==> src/rtl/skin_centroid.sv <==
// skin_centroid: accumulates skin-pixel count and coordinate sums over each
// frame of a binary mask stream, then divides at frame end (restoring,
// one quotient bit per enabled cycle) to present the floor centroid.
module skin_centroid #(
    parameter int H_BITS     = 11,
    parameter int V_BITS     = 11,
    parameter int MIN_PIXELS = 64
) (
    input  logic                     clk,
    input  logic                     rst,
    input  logic                     ce,
    input  logic [7:0]               skin,
    input  logic                     de_in,
    input  logic                     hsync_in,
    input  logic                     vsync_in,
    output logic [H_BITS-1:0]        x_c,
    output logic [V_BITS-1:0]        y_c,
    output logic [H_BITS+V_BITS-1:0] pix_count,
    output logic                     detected,
    output logic                     valid,
    output logic                     busy,
    output logic                     overrun
);

    localparam int CW  = H_BITS + V_BITS;            // pixel count width
    localparam int SXW = 2 * H_BITS + V_BITS;        // sum of x width
    localparam int SYW = H_BITS + 2 * V_BITS;        // sum of y width
    localparam int N   = (H_BITS > V_BITS) ? H_BITS : V_BITS;
    localparam int DW  = CW + N + 1;                 // divider datapath width
    localparam int IW  = (N > 1) ? $clog2(N) : 1;

    localparam logic [CW-1:0] MIN_CNT = CW'(MIN_PIXELS);
    localparam logic [N-1:0]  Q_HMAX  = N'((64'd1 << H_BITS) - 64'd1);
    localparam logic [N-1:0]  Q_VMAX  = N'((64'd1 << V_BITS) - 64'd1);

    typedef enum logic [1:0] {
        IDLE,
        DIV,
        DONE
    } state_t;

    // Horizontal sync carries no information for counting; it is accepted
    // only so the port list stays aligned with the upstream stage.
    logic unused_hsync;
    assign unused_hsync = hsync_in;

    logic              de_d, vs_d;
    logic [H_BITS-1:0] x;
    logic [V_BITS-1:0] y;
    logic [CW-1:0]     count;
    logic [SXW-1:0]    sum_x;
    logic [SYW-1:0]    sum_y;

    logic              frame_end, line_end, pix;

    assign frame_end = vsync_in & ~vs_d;
    assign line_end  = ~de_in & de_d;
    assign pix       = de_in & (skin != 8'd0);

    state_t            state;
    logic [IW-1:0]     cnt;
    logic [DW-1:0]     rem_x, rem_y, dsh;
    logic [N-1:0]      q_x, q_y;
    logic [CW-1:0]     snap_count;
    logic              sat_x, sat_y, div_en;

    logic              ge_x, ge_y, sat_x_load, sat_y_load, start_div;

    assign ge_x       = rem_x >= dsh;
    assign ge_y       = rem_y >= dsh;
    // A quotient that needs more than N bits can only come from an
    // inconsistent count; flag it at load so the result saturates.
    assign sat_x_load = DW'(sum_x) >= (DW'(count) << N);
    assign sat_y_load = DW'(sum_y) >= (DW'(count) << N);
    assign start_div  = (count >= MIN_CNT) && (count != '0);

    // Edge detectors, pixel coordinates and per-frame accumulators.
    // NOTE: every sequential assignment is non-blocking so all registers see
    // the pre-edge values of each other, exactly like the hardware does.
    always_ff @(posedge clk or posedge rst) begin
        if (rst) begin
            de_d  <= 1'b0;
            vs_d  <= 1'b0;
            x     <= '0;
            y     <= '0;
            count <= '0;
            sum_x <= '0;
            sum_y <= '0;
        end else if (ce) begin
            de_d <= de_in;
            vs_d <= vsync_in;

            if (line_end)
                x <= '0;
            else if (de_in && x != '1)
                x <= x + H_BITS'(1);

            if (frame_end)
                y <= '0;
            else if (line_end && y != '1)
                y <= y + V_BITS'(1);

            // A pixel arriving in the frame-end cycle seeds the next frame.
            if (frame_end) begin
                count <= pix ? CW'(1)   : '0;
                sum_x <= pix ? SXW'(x)  : '0;
                sum_y <= pix ? SYW'(y)  : '0;
            end else if (pix) begin
                count <= count + CW'(1);
                sum_x <= sum_x + SXW'(x);
                sum_y <= sum_y + SYW'(y);
            end
        end
    end

    // Control FSM with the two parallel restoring dividers and result registers.
    always_ff @(posedge clk or posedge rst) begin
        if (rst) begin
            state      <= IDLE;
            cnt        <= '0;
            rem_x      <= '0;
            rem_y      <= '0;
            dsh        <= '0;
            q_x        <= '0;
            q_y        <= '0;
            snap_count <= '0;
            sat_x      <= 1'b0;
            sat_y      <= 1'b0;
            div_en     <= 1'b0;
            x_c        <= '0;
            y_c        <= '0;
            pix_count  <= '0;
            detected   <= 1'b0;
            valid      <= 1'b0;
            busy       <= 1'b0;
            overrun    <= 1'b0;
        end else if (!ce) begin
            valid   <= 1'b0;
            overrun <= 1'b0;
        end else begin
            valid   <= 1'b0;
            overrun <= frame_end && (state != IDLE);

            case (state)
                IDLE: begin
                    if (frame_end) begin
                        rem_x      <= DW'(sum_x);
                        rem_y      <= DW'(sum_y);
                        dsh        <= DW'(count) << (N - 1);
                        snap_count <= count;
                        sat_x      <= sat_x_load;
                        sat_y      <= sat_y_load;
                        q_x        <= '0;
                        q_y        <= '0;
                        cnt        <= IW'(N - 1);
                        div_en     <= start_div;
                        busy       <= start_div;
                        state      <= start_div ? DIV : DONE;
                    end
                end

                DIV: begin
                    if (ge_x) rem_x <= rem_x - dsh;
                    if (ge_y) rem_y <= rem_y - dsh;
                    q_x <= {q_x[N-2:0], ge_x};
                    q_y <= {q_y[N-2:0], ge_y};
                    dsh <= dsh >> 1;
                    if (cnt == '0) begin
                        busy  <= 1'b0;
                        state <= DONE;
                    end else begin
                        cnt <= cnt - IW'(1);
                    end
                end

                DONE: begin
                    if (!div_en)
                        x_c <= '0;
                    else if (sat_x || q_x > Q_HMAX)
                        x_c <= '1;
                    else
                        x_c <= q_x[H_BITS-1:0];

                    if (!div_en)
                        y_c <= '0;
                    else if (sat_y || q_y > Q_VMAX)
                        y_c <= '1;
                    else
                        y_c <= q_y[V_BITS-1:0];

                    pix_count <= snap_count;
                    detected  <= div_en;
                    valid     <= 1'b1;
                    state     <= IDLE;
                end

                default: state <= IDLE;
            endcase
        end
    end

endmodule

==> config.mk <==
export PLATFORM = sky130hd
export DESIGN_NAME = skin_centroid
export DESIGN_NICKNAME = d
export VERILOG_FILES = /design/src/rtl/skin_centroid.sv
export SDC_FILE = /design/constraint.sdc
export NUM_CORES = 1
export LEC_CHECK = 0
export BUFFER_PORTS_ARGS = -buffer_cell sky130_fd_sc_hd__buf_2
export CAP_MARGIN = 20
export CORE_MARGIN = 3
export CORE_UTILIZATION = 40
export DETAILED_ROUTE_END_ITERATION = 12
export HOLD_SLACK_MARGIN = 0.02
export PLACE_DENSITY = 0.62
export SETUP_SLACK_MARGIN = 0.5
export SKIP_LAST_GASP = 1
export SYNTH_ARGS = -nofsm -noshare
export SYNTH_HDL_FRONTEND = slang
export SYNTH_SLANG_ARGS = --single-unit
==> constraint.sdc <==
create_clock -name clk -period 13.2 [get_ports clk]
set_input_delay 1.98 -clock clk [delete_from_list [all_inputs] [get_ports clk]]
set_output_delay 1.98 -clock clk [all_outputs]
set_load 0.02 [all_outputs]
* Word level (Yosys, flattened, before mapping) *
Cells that the tools add are included.

word-level totals
  register bits = 315
  bits of input ports = 14
  output and inout port bits = 48
  word-level logic and storage cells = 121

cells by class
  $add $sub $neg = 8
  order comparisons = 7
  equality and inequality tests = 9
  mux-type cells = 41
  bitwise logic cells = 5
  reductions and logical operators = 26

operators with widths
  cell                   number
  $pmux 34 s2            3
  $mux 34                5
  $mux 33                4
  $mux 11                11
  $ge 34x34->1           2
  $sub 34x34->34         2
  $add 33x11->33         2
  $ge 33x33->1           2
  $mux 22                2
  $pmux 11 s2            2
  $add 11x1->11 const B  2
  $add 22x1->22 const B  1
  $ge 22x7->1 const B    1
  $gt 11x11->1 const B   2
  $ne 11x11->1 const B   2
  $reduce_bool 22->1     1
  $reduce_and 4->1       4
  $ne 2x2->1 const B     5
  $reduce_bool 2->1      5
  $reduce_and 3->1       3
  $mux 4                 2
  $pmux 4 s2             1
  $reduce_and 2->1       4
  $reduce_bool 8->1      1
  13 further kinds       27

* Logic depth before layout (Yosys ltp) *
  depth after elaboration = 5
  depth in mapped cells = 15
  depth with buffers taken out = 13

* Worst setup path before layout *
No wires, ideal clock.

  path kind = input -> register
  start point = input ce
  end point = register sum_x[25]
  setup time = 132 ps
  arrival time = 3616 ps
  required time = 13068 ps
  setup slack = 9452 ps
  stages = 9
  path buffers = 3
  cell sequence = clkbuf_1 > a21boi_1 > and3_1 > clkbuf_1 > and4_1 > clkbuf_1 > nand3_1 > xor2_1 > nor2_1

on the way
  longest elaborated chain between the ends = 1

RTL lines
  element                            line  source
  start: declaration                 11    input logic ce,
  $reduce_and 2->1 (no source line)  n/a
  end signal: assignment             106   sum_x <= pix ? SXW'(x) : '0;
  end signal: assignment             110   sum_x <= sum_x + SXW'(x);
  end: declaration                   51    logic [SXW-1:0] sum_x;

No other way between the ends.
A chain may end at the register's enable or synchronous reset.

* Final worst setup path *
  start point = input vsync_in
  end point = register rem_x[25]

on the way
  longest elaborated chain between the ends = 3

RTL lines
  element                            line  source
  start: declaration                 15    input logic vsync_in,
  $and 1x1->1                        56    assign frame_end = vsync_in & ~vs_d;
  $ne 2x2->1 (no source line)        n/a
  $reduce_and 4->1 (no source line)  n/a
  end signal: assignment             147   rem_x <= DW'(sum_x);
  end signal: assignment             163   if (ge_x) rem_x <= rem_x - dsh;
  end: declaration                   62    logic [DW-1:0] rem_x, rem_y, dsh;

No other way between the ends.

==> flow_summary.yaml <==
synth:
  synthArstFlopShare_pct: 100
  synth_seq_area_share_pct: 41.4
  yosys_warnings: 0
  synth_area_per_cell_um2: 8.78
  synth.net_count: 2309
  yosys_most_used_dff: "dfrtp_1"
  synth_area_mm2: 0.0189
  synth_edf_count: 0
  syn_inst: 2155
  ys_ff_latch: 313
  yosysUniqueCellTypes: 70
sta:
  fin_setup_tns_ns: 0
  period_needed_ns: 4.38
  min_period_over_period_pct: 33.2
  rsz0062_at_grt: "false"
  slew_violations: 0
  max_slew_margin_pct: 29.0
  setup_violations: 0
  fin_skew_ns: 0.0216
  fmax_mhz: 228
  tightest_slew_ns: 1.07
  hold_viol_final: 0
grt:
  grt_overflow: 0
  grt_use_total_pct: 19.2
  grt_pass1_vias: 15050
  grt_pass1_wl_um: 78800
  grt_start_max_net_pins: 115
  antenna_found_initial: 1
flow_run:
  maxCapViolations: 0
worst_setup_path:
  crit_buf_inv: 4
  cp_slowest_cell: "buf_4"
  crit_top_cell: "buf_4"
  cp.required_ns: 13.62
  slowest_delay_ns: 0.63
  path_max_fanout: 68
  startpoint_type: "input pin"
  crit_family: "buffers and inverters"
  cp-end-kind: "flip-flop"
  cp_data_arrival_time_ns: 4.80
  critPathKind: "input pin to flip-flop"
  path_cells: "buf_2, nor2b_2, buf_4, o21bai_4, buf_4, a21o_1, buf_4, mux2_1"
power_and_ir_drop:
  power_frac_seq_pct: 28.8
  clock_power_share_pct: 22.2
  leakage_nw: 9.94
  totalPowerFinal_mw: 4.96
  p_per_area_mw_per_mm2: 236
  pwr-share-comb_pct: 49.0
  vdd_drop_max_mv: 0.123
  p_sw_mw: 2.10
  internal_power_mw: 2.87
  swShare_pct: 42.2
die:
  design.core.area_mm2: 0.0467
  dieArea_mm2: 0.0499
  ios: 62
  fp.dieH_um: 223
  rows: 79
  initial_core_util_pct: 40.5
  die_w_um: 223
place:
  dp_hpwl_um: 34300
  gp_congestion: 0.923
  io_buffers: 60
min_path:
  min_path_type: "flip-flop to flip-flop"
cells_and_area:
  syn_to_final_growth_pct: 11.1
  num-nets-final: 2326
  final_common_cell: "dfrtp_1"
  num-fill-cells: 4483
  drive_gt1_share_pct: 7.55
  final_cell_mix: "dfrtp_1 (313), nand2_1 (298), nor2_1 (208)"
  n_antenna_cell: 0
clock_tree:
  clock_latency_ns: 0.53
  cts_tree: "done"
  cts_made_buffers: 37
  cts_hold_repair.buffers: 0
  post_cts_resized: 0
  clockBufferDepth: 3
  clk_pin_slew_ns: 0.06
  htreeDepth: 2
  post_cts_buffers: 0
  root_buffer: "clkbuf_16"
  clock_sinks: 313
drt:
  drc_errors: 0
  dr.pass1.iters: 5
  wire_per_inst_um: 17.0
  wirelength_um: 47700
  final_antenna_net_count: 0
  vias: 15418
  vias_per_cell: 5.49
  drt_iter0_markers: 994
status:
  status: "complete, no violations"
==> through the flow <==
stage	instance area (um^2)	instances	worst slack [ns]	hold WS (ns)	utilization, %
2_1_floorplan	18900	2155	2.56	0.435	-
3_3_place_gp	19700	2740	8.30	0.456	42.2
3_5_place_dp	19700	2740	8.26	0.458	42.2
4_1_cts	21000	2806	8.80	0.472	45.0
5_1_grt	21000	2806	8.59	0.488	45.0
6_report	21000	2806	8.82	0.468	45.0
==> worst register-to-register path: cells and delay by family (launching register included) <==
| kind | cells | cell delay [ns] |
|---|---|---|
| AO/OA/AOI/OAI | 5 | 1.08 |
| flip-flops | 1 | 0.35 |
| AND/OR/NAND/NOR | 4 | 1.39 |
| adder cells (fa/ha/maj) | 1 | 0.45 |
| buffers and inverters | 2 | 0.44 |
==> power by group through the flow <==
stage / Clock (mW) / Sequential, mW / Combinational, mW
after floorplan: 0 / 1.42 / 1.90
after global placement: 0 / 1.44 / 2.36
after detailed placement: 0 / 1.45 / 2.41
after CTS: 1.12 / 1.43 / 2.43
after global routing: 1.16 / 1.47 / 2.75
final: 1.10 / 1.43 / 2.43
==> synthesized netlist by cell type, drive strengths merged (3+ instances only) <==
| cell | n | area, um^2 |
|---|---|---|
| dfrtp | 313 | 7830 |
| nand2 | 298 | 1120 |
| o21ai | 214 | 1070 |
| nor2 | 208 | 781 |
| a21oi | 181 | 910 |
| ha | 136 | 1700 |
| inv | 88 | 330 |
| clkbuf | 77 | 289 |
| xor2 | 72 | 631 |
| xnor2 | 70 | 613 |
| nand3 | 52 | 260 |
| a21o | 46 | 345 |
| a211oi | 36 | 280 |
| nand4 | 34 | 213 |
| a22o | 30 | 263 |
| nor2b | 28 | 183 |
| and3 | 24 | 150 |
| buf | 20 | 136 |
| nand2b | 19 | 119 |
| nor3 | 19 | 95.1 |
| o21bai | 19 | 143 |
| a31oi | 15 | 93.8 |
| nor4 | 14 | 87.6 |
| mux2i | 13 | 130 |
| o21a | 13 | 97.6 |
| a221oi | 11 | 109 |
| and2 | 11 | 68.8 |
| or3 | 11 | 68.8 |
| nor3b | 9 | 67.6 |
| o22ai | 7 | 50.1 |
| o31a | 7 | 61.3 |
| o31ai | 7 | 71.3 |
| and4 | 6 | 52.6 |
| fa | 4 | 80.1 |
| mux2 | 4 | 45.0 |
| o211a | 4 | 47.6 |
| or2 | 4 | 25.0 |
| a22oi | 3 | 22.5 |
| nand3b | 3 | 22.5 |
| nand4b | 3 | 32.5 |
| nor4b | 3 | 26.3 |
==> state kept, by name, summed over array words and instances, names as in the netlist, 2 cells and up <==
signal      count
count          22
x_c            11
rem_y          34
state           2
x              11
y              11
q_y            11
pix_count      22
q_x            11
sum_y          33
sum_x          33
y_c            11
dsh            32
snap_count     22
cnt             4
rem_x          34
==> path summary, 6_finish.rpt <==
| path | from | to | slack (ns) | cells past startpoint |
|---|---|---|---|---|
| max | vsync_in | rem_x[25] | 8.82 | 8 |
| min in group asynchronous | rst | pix_count[0] | 1.60 | 2 |
| max in group asynchronous | rst | rem_y[17] | 10.08 | 3 |
| min reg2reg | pix_count[1] | pix_count[1] | 0.47 | 2 |
| max reg2reg | dsh[27] | rem_x[1] | 9.36 | 12 |
| min | pix_count[1] | pix_count[1] | 0.47 | 2 |
==> cells by family after synthesis <==
kind of cell	share of synthesized area, %
multiplexers	0.926
XOR/XNOR	6.58
buffers and inverters	4.00
AND/OR/NAND/NOR	17.9
flip-flops	41.4
adder cells (fa/ha/maj)	9.42
AO/OA/AOI/OAI	19.8
==> layer usage <==
layer  global-route usage [%]  vias to the layer above  part of all wire (%)
met5                        0                        -                 0.029
met4                     6.40                        2                   3.2
met3                     2.87                       83                   4.3
met2                     32.2                      300                    47
met1                     25.5                     7435                    46
li1                         -                     7598                     -
==> final cells by class <==
cell class | instances | area [um^2] | area share, %
clock buffers | 54 | 1140 | 5.44
clock inverters | 12 | 174 | 0.828
inverters | 88 | 338 | 1.61
multi-input cells | 1657 | 10400 | 49.3
flip-flops and latches | 313 | 7830 | 37.3
well taps | 607 | 759 | 3.61
repair buffers | 75 | 413 | 1.96
Note: power is estimated with default switching activity, not from simulation.
